### src/rtl/shift_sequencer.sv
// Purpose     : multi-cycle shift/rotate stage that feeds an 8-bit circular shifter
//               (at most MAX_STEP positions per RUN cycle) and registers Result/CarryOut/Zero.
// Latency     : Done 1 cycle after accept for a zero count, 2 for counts 1..7, 3 for 8..9
//               (RCL/RCR: 1 + count).
// Backpressure: ReqReady is low only in RUN. Requests offered during RUN are dropped, not queued.
//
// Ports:
//   CLK, RST_N           clock (rising edge), asynchronous active-low reset
//   ReqValid / ReqReady  request handshake; the request is taken when both are high at a CLK edge
//   A, Amt, Op, CarryIn  operand, unsigned shift count, operation, incoming carry flag
//   Result, CarryOut     registered result and last bit shifted out; held between updates
//   Zero                 registered (Result == 0)
//   Done                 one-cycle pulse in the cycle the registered outputs take new values
//   Busy                 high while the operation is iterating (RUN)
//
// Optional feature: define SHIFT_SEQ_RCX_EN to add RCL (Op 101) and RCR (Op 110). These are
// 9-bit rotates through carry that advance one bit per cycle. Without the macro, Op 101 and
// Op 110 behave as no-ops, like Op 111.

module shift_sequencer #(
  parameter int WIDTH    = 8,  // only 8 is supported; the rotate/mask logic assumes it
  parameter int MAX_STEP = 7   // largest amount handed to the rotator in one RUN cycle
) (
  input  logic             CLK,
  input  logic             RST_N,
  input  logic             ReqValid,
  output logic             ReqReady,
  input  logic [WIDTH-1:0] A,
  input  logic [7:0]       Amt,
  input  logic [2:0]       Op,
  input  logic             CarryIn,
  output logic [WIDTH-1:0] Result,
  output logic             CarryOut,
  output logic             Zero,
  output logic             Done,
  output logic             Busy
);

  // --------------------------------------------------------------------------
  // Operation encodings
  // --------------------------------------------------------------------------
  localparam logic [2:0] OP_ROL = 3'b000;
  localparam logic [2:0] OP_ROR = 3'b001;
  localparam logic [2:0] OP_SHL = 3'b010;
  localparam logic [2:0] OP_SHR = 3'b011;
  localparam logic [2:0] OP_ASR = 3'b100;
`ifdef SHIFT_SEQ_RCX_EN
  localparam logic [2:0] OP_RCL = 3'b101;
  localparam logic [2:0] OP_RCR = 3'b110;
`endif
  localparam logic [2:0] OP_NOP = 3'b111;

  typedef enum logic [1:0] {
    S_IDLE = 2'd0,
    S_RUN  = 2'd1,
    S_DONE = 2'd2
  } state_t;

  state_t state_q, state_d;

  // Working copy of the operation; it is only meaningful between accept and DONE.
  logic [WIDTH-1:0] work_q, work_d;
  logic [2:0]       op_q;
  logic             carry_q, carry_d;
  logic [3:0]       remain_q, remain_d;  // positions still to apply (0..9)

  logic             accept;
  logic [3:0]       load_remain;
  logic [2:0]       step;
  logic             last_step;
  logic [2:0]       idx_l, idx_r;
  logic [WIDTH-1:0] rot_l, rot_r;
  logic [WIDTH-1:0] vac_l, vac_r;

  // Result register write port, driven by the FSM process.
  logic             res_we;
  logic [WIDTH-1:0] res_d;
  logic             res_cy_d;

  // --------------------------------------------------------------------------
  // Count decode at accept time.
  // A rotate by 8 is the identity, so only Amt[2:0] matters. Shifts saturate
  // at 9: by then every original bit, and the last carry candidate, has gone.
  // --------------------------------------------------------------------------
  always_comb begin
    load_remain = 4'd0;
    case (Op)
      OP_ROL, OP_ROR:         load_remain = {1'b0, Amt[2:0]};
      OP_SHL, OP_SHR, OP_ASR: load_remain = (Amt > 8'd9) ? 4'd9 : Amt[3:0];
`ifdef SHIFT_SEQ_RCX_EN
      OP_RCL, OP_RCR:         load_remain = 4'(Amt % 8'd9);
`endif
      default:                load_remain = 4'd0;  // no-op encodings
    endcase
  end

  // --------------------------------------------------------------------------
  // One RUN iteration: rotate the work value, then overwrite the vacated bits.
  // --------------------------------------------------------------------------
  always_comb begin
    step = (remain_q > 4'(MAX_STEP)) ? 3'(MAX_STEP) : remain_q[2:0];
`ifdef SHIFT_SEQ_RCX_EN
    // Rotate-through-carry is a 9-bit rotate and cannot use the 8-bit rotator.
    // It is done one bit at a time instead.
    if (op_q == OP_RCL || op_q == OP_RCR) begin
      step = 3'd1;
    end
`endif

    // Position of the last bit that leaves the word. 3'd0 - step equals 8 - step
    // for steps 1..7, so the index wraps correctly in 3 bits.
    idx_l = 3'd0 - step;
    idx_r = step - 3'd1;

    rot_l = (work_q << step) | (work_q >> (4'd8 - {1'b0, step}));
    rot_r = (work_q >> step) | (work_q << (4'd8 - {1'b0, step}));

    // Masks that select the bit positions vacated by a shift of 'step'.
    vac_l = ~({WIDTH{1'b1}} << step);
    vac_r = ~({WIDTH{1'b1}} >> step);

    work_d  = work_q;
    carry_d = carry_q;
    case (op_q)
      OP_ROL: begin
        work_d  = rot_l;
        carry_d = work_q[idx_l];
      end
      OP_SHL: begin
        work_d  = rot_l & ~vac_l;
        carry_d = work_q[idx_l];
      end
      OP_ROR: begin
        work_d  = rot_r;
        carry_d = work_q[idx_r];
      end
      OP_SHR: begin
        work_d  = rot_r & ~vac_r;
        carry_d = work_q[idx_r];
      end
      OP_ASR: begin
        // The sign bit stays in place across steps, so work_q[7] is the original sign.
        work_d  = work_q[WIDTH-1] ? (rot_r | vac_r) : (rot_r & ~vac_r);
        carry_d = work_q[idx_r];
      end
`ifdef SHIFT_SEQ_RCX_EN
      OP_RCL: begin
        work_d  = {work_q[WIDTH-2:0], carry_q};
        carry_d = work_q[WIDTH-1];
      end
      OP_RCR: begin
        work_d  = {carry_q, work_q[WIDTH-1:1]};
        carry_d = work_q[0];
      end
`endif
      default: begin
        work_d  = work_q;
        carry_d = carry_q;
      end
    endcase

    remain_d  = remain_q - {1'b0, step};
    last_step = (remain_q == {1'b0, step});
  end

  // --------------------------------------------------------------------------
  // FSM: next state, handshake/status outputs, result write enable.
  // --------------------------------------------------------------------------
  always_comb begin
    state_d  = state_q;
    ReqReady = (state_q != S_RUN);
    Busy     = (state_q == S_RUN);
    Done     = (state_q == S_DONE);
    accept   = ReqValid && (state_q != S_RUN);
    res_we   = 1'b0;
    res_d    = Result;
    res_cy_d = CarryOut;

    case (state_q)
      // DONE accepts exactly like IDLE, so a held request is taken back to back.
      S_IDLE, S_DONE: begin
        state_d = S_IDLE;
        if (accept) begin
          if (load_remain == 4'd0) begin
            // Nothing to shift: the operand and carry pass straight through.
            state_d  = S_DONE;
            res_we   = 1'b1;
            res_d    = A;
            res_cy_d = CarryIn;
          end else begin
            state_d = S_RUN;
          end
        end
      end
      S_RUN: begin
        if (last_step) begin
          state_d  = S_DONE;
          res_we   = 1'b1;
          res_d    = work_d;
          res_cy_d = carry_d;
        end
      end
      default: state_d = S_IDLE;
    endcase
  end

  always_ff @(posedge CLK or negedge RST_N) begin
    if (!RST_N) begin
      state_q <= S_IDLE;
    end else begin
      state_q <= state_d;
    end
  end

  // Work registers and the architecturally visible result/flags.
  // The result registers change only on the edge that enters DONE, so they
  // never take intermediate values while in RUN.
  always_ff @(posedge CLK or negedge RST_N) begin
    if (!RST_N) begin
      work_q   <= '0;
      op_q     <= OP_NOP;
      carry_q  <= 1'b0;
      remain_q <= 4'd0;
      Result   <= '0;
      CarryOut <= 1'b0;
      Zero     <= 1'b1;
    end else begin
      if (accept) begin
        work_q   <= A;
        op_q     <= Op;
        carry_q  <= CarryIn;
        remain_q <= load_remain;
      end else if (state_q == S_RUN) begin
        work_q   <= work_d;
        carry_q  <= carry_d;
        remain_q <= remain_d;
      end
      if (res_we) begin
        Result   <= res_d;
        CarryOut <= res_cy_d;
        Zero     <= (res_d == '0);
      end
    end
  end

endmodule

### config.mk
export PLATFORM = sky130hd
export DESIGN_NAME = shift_sequencer
export DESIGN_NICKNAME = d
export VERILOG_FILES = /design/src/rtl/shift_sequencer.sv
export SDC_FILE = /design/constraint.sdc
export NUM_CORES = 1
export LEC_CHECK = 0
export ABC_AREA = 0
export CORE_MARGIN = 1
export CORE_UTILIZATION = 49
export DETAILED_ROUTE_END_ITERATION = 10
export GPL_TIMING_DRIVEN = 0
export PLACE_DENSITY = 0.76
export SLEW_MARGIN = 20
export SYNTH_ARGS = -nofsm -noshare
export SYNTH_HDL_FRONTEND = slang
export SYNTH_SLANG_ARGS = --single-unit
export TNS_END_PERCENT = 5
### constraint.sdc
create_clock -name CLK -period 3.7 [get_ports CLK]
set_input_delay 0.925 -clock CLK [delete_from_list [all_inputs] [get_ports CLK]]
set_output_delay 0.925 -clock CLK [all_outputs]
set_load 0.05 [all_outputs]
==> flow_summary_export.csv, run 1 <==
group,metric,value,unit
flow_run,max-cap-violations,0,
timing,hold_viol,0,
synthesis,ys_ff_latch,28,
floorplan,die_h,81.9,microns
min_path,hold_path.class,"reg -> reg",
clocking,cts.path.max_buffers,2,
synthesis,synth_edf_count,0,
worst_setup_path,path_cells,"or2_2, clkbuf_1, ha_2, inv_1, o221ai_1, a32o_1, a211oi_1, nor2_1, nor4b_2, a32o_1",
clocking,cts_buffers,3,
grt,antenna_found_initial,0,
worst_setup_path,critical_path_arrival,3.83,ns
clocking,cts_tree,"done",
worst_setup_path,cp.required,3.92,ns
route,drt_wl_total,11.7,mm
grt,grt_pass1_vias,3350,
worst_setup_path,critPathCapture,"Zero$_DFFE_PN1P_",
floorplan,floorplan.initialDensity,0.519,
timing,fin_ws,0.0967,ns
grt,overflow,0,
route,ant_nets,0,
floorplan,die_area,6710,sq um
synthesis,yosysUniqueCellTypes,67,
grt,grt_usage,0.370,
place,dp_slack,0.145,ns
worst_setup_path,cp_slowest_cell,"dfrtp_1",
worst_setup_path,timing.rr.start,"remain_q[3]$_DFFE_PN0P_",
synthesis,avgSynthCellArea,7.96,sq um
layout,nets,459,
min_path,worstHoldPathCells,1,
min_path,hold_start,"Result[7]$_DFFE_PN0P_",
worst_setup_path,reg2reg_to,"Zero$_DFFE_PN1P_",
timing,maxSlewHeadroom,0.288,
place,dpl.cell_count,503,
worst_setup_path,crit_fanout,11,
place,io_buffers,35,
worst_setup_path,worstSetupPathType,"reg -> reg",
clocking,h-tree-depth,1,
synthesis,ys_warn_count,0,
floorplan,die_w,81.9,microns
route,via_per_inst,7.07,
layout,diodes,0,
synthesis,syn_nets,421,
grt,grt_max_degree,29,
floorplan,placementRows,28,
worst_setup_path,reg2regPathDepth,10,
timing,slew_violations,0,
route,dr.pass1.iters,5,
worst_setup_path,critPathLaunchType,"register",
synthesis,synth_cells,393,
timing,max_freq,0.278,GHz
worst_setup_path,cpPeakStageDelay,0.49,ns
layout,layout_commonest_cell,"nand2_1",
route,vias,3568,
clocking,cts-root-buf,"clkbuf_8",
layout,area_growth,16.3,%
timing,tightest_slew,1.06,ns
layout,layout_common_cells,"nand2_1 (39), clkdlybuf4s50_1 (34), o21ai_0 (28), nor2_1 (25), a21oi_1 (25)",
place,hpwl,8.64,mm
synthesis,synth_area,3130,sq um
place,gp_congestion,1.01,
timing,finClkSkew,0.00886,ns
layout,stdcell_count,505,
route,drcViolationCount,0,
clocking,clock_sinks,28,
route,drtIter0Drc,556,
floorplan,core,6030,sq um
clocking,clk_pin_slew,0.10,ns
timing,setup_viol,0,
timing,timing.final.crit_share,0.974,
layout,drive_above_1_share,0.130,
timing,period_needed,3.60,ns
worst_setup_path,crit_top_cell,"a32o_1",
floorplan,io_pins,36,
clocking,clkLatencyLatePin,0.28,ns
route,wire_per_inst,23.1,microns
synthesis,async_flop_share,1.00,
layout,fin_util,0.604,
synthesis,ys.flop_type,"dfrtp_1",
synthesis,seq_area_frac_synth,0.226,
grt,grt_pass1_wl,18.2,mm
status,outcome,"finished, final reports clean",
worst_setup_path,cp-startpoint,"remain_q[3]$_DFFE_PN0P_",
worst_setup_path,rrSetupSlack,0.1,ns
timing,rsz0062_at_grt,"false",
timing,tns,0,ns
worst_setup_path,crit_path_end_kind,"register",
worst max-delay path: cells and delay by family (launching register included):
family / cells / cell delay, ns
buf+inv: 2 / 0.75
compound gates: 4 / 1.22
simple gates: 3 / 0.64
fa+ha+maj: 1 / 0.44
flops: 1 / 0.49
logic make-up (layout without fill, tap and decap cells):
logic type | Yosys count | count (layout) | share of synthesized area
AO/OA/AOI/OAI | 152 | 152 | 0.345
adder cells (fa/ha/maj) | 5 | 5 | 0.0200
buffers and inverters | 53 | 90 | 0.0752
multiplexers | 28 | 28 | 0.117
AND/OR/NAND/NOR | 127 | 127 | 0.217
flip-flops | 28 | 28 | 0.226
state kept, by name, indices dropped and copies added (netlist names):
signal    cells
Zero          1
Result        8
remain_q      4
state_q       2
CarryOut      1
carry_q       1
op_q          3
work_q        8
routing by layer:
| metal | vias to the layer above | GRT usage | routed length, microns |
|---|---|---|---|
| met1 | 1680 | 0.469 | 4650 |
| met5 | - | 0 | 0 |
| met4 | 0 | 0.193 | 667 |
| met3 | 57 | 0.0633 | 1140 |
| li1 | 1577 | - | - |
| met2 | 254 | 0.598 | 5210 |
layout make-up:
cell class / instances / area [sq um]
clock inverters: 1 / 30.0
repair buffers: 35 / 345
inverters: 16 / 65.1
flip-flops and latches: 28 / 706
fillers: 556 / 2390
plain buffers: 35 / 163
clock buffers: 3 / 41.3
well taps: 75 / 93.8
multi-input cells: 312 / 2200
worst min-delay path by stage:
stage	slack (ns)	to
4_1_cts	0.49	Result[7]$_DFFE_PN0P_
3_5_place_dp	0.47	Result[7]$_DFFE_PN0P_
2_1_floorplan	0.48	carry_q$_DFFE_PN0P_
3_3_place_gp	0.47	Result[7]$_DFFE_PN0P_
6_report	0.49	Result[7]$_DFFE_PN0P_
5_1_grt	0.51	Result[7]$_DFFE_PN0P_
stage by stage:
step           hold WS, ns  cell area (sq um)
2_1_floorplan        0.479               3130
3_3_place_gp         0.468               3570
3_5_place_dp         0.469               3570
4_1_cts              0.486               3640
5_1_grt              0.512               3640
6_report             0.486               3640
cell usage after synthesis, types with 3 or more instances:
library cell,n,share of area
o221ai_1,6,0.017
a32oi_1,3,0.0084
a31o_2,3,0.0084
mux4_2,6,0.043
o21ai_1,4,0.0064
or3_1,3,0.0060
nand2_1,39,0.047
o21ai_0,28,0.045
dfstp_2,4,0.034
o21a_1,4,0.0096
or2_2,4,0.0080
a21oi_1,25,0.040
dfrtp_1,24,0.19
o22ai_1,10,0.020
nand4_1,4,0.0080
a22oi_1,5,0.012
a31oi_1,5,0.010
nand3_1,12,0.019
buf_2,6,0.0096
nor2_1,25,0.030
clkbuf_1,24,0.029
a32o_1,5,0.016
a211o_1,4,0.011
a221oi_1,5,0.014
a21o_1,6,0.014
a221o_1,5,0.016
mux2_2,8,0.029
o2111ai_1,3,0.0084
a2111oi_0,3,0.0084
mux2i_1,14,0.045
and2_1,6,0.012
o211ai_1,6,0.014
inv_1,15,0.018
nand2b_1,5,0.010
a211oi_1,6,0.014
o22a_1,3,0.0084
ha_1,5,0.020
nor2b_1,12,0.024
nor3_1,3,0.0048
repair_timing:
| action | 4_1_cts | 5_1_grt |
|---|---|---|
| hold buffers | 0 | 0 |
| endpoints found under the setup margin | 0 | 1 |
| setup buffers | 0 | 0 |
| gates resized for setup | 0 | 2 |
| hold endpoints to repair | 0 | 0 |
Power of run 1 is not shown: default switching activity piles up to over one toggle a cycle in this logic, so the estimate is an artifact.
==> run 2: changes to the inputs <==
--- a/config.mk
+++ b/config.mk
@@ -8,6 +8,7 @@
 export ABC_AREA = 0
 export CORE_MARGIN = 1
 export CORE_UTILIZATION = 49
+export CTS_CLUSTER_SIZE = 30
 export DETAILED_ROUTE_END_ITERATION = 10
 export GPL_TIMING_DRIVEN = 0
 export PLACE_DENSITY = 0.76
==> results of run 2 <==
Same layout as run 1: the final DEF is identical, and so are final timing and power.
Power of run 2 is left out for the same reason.
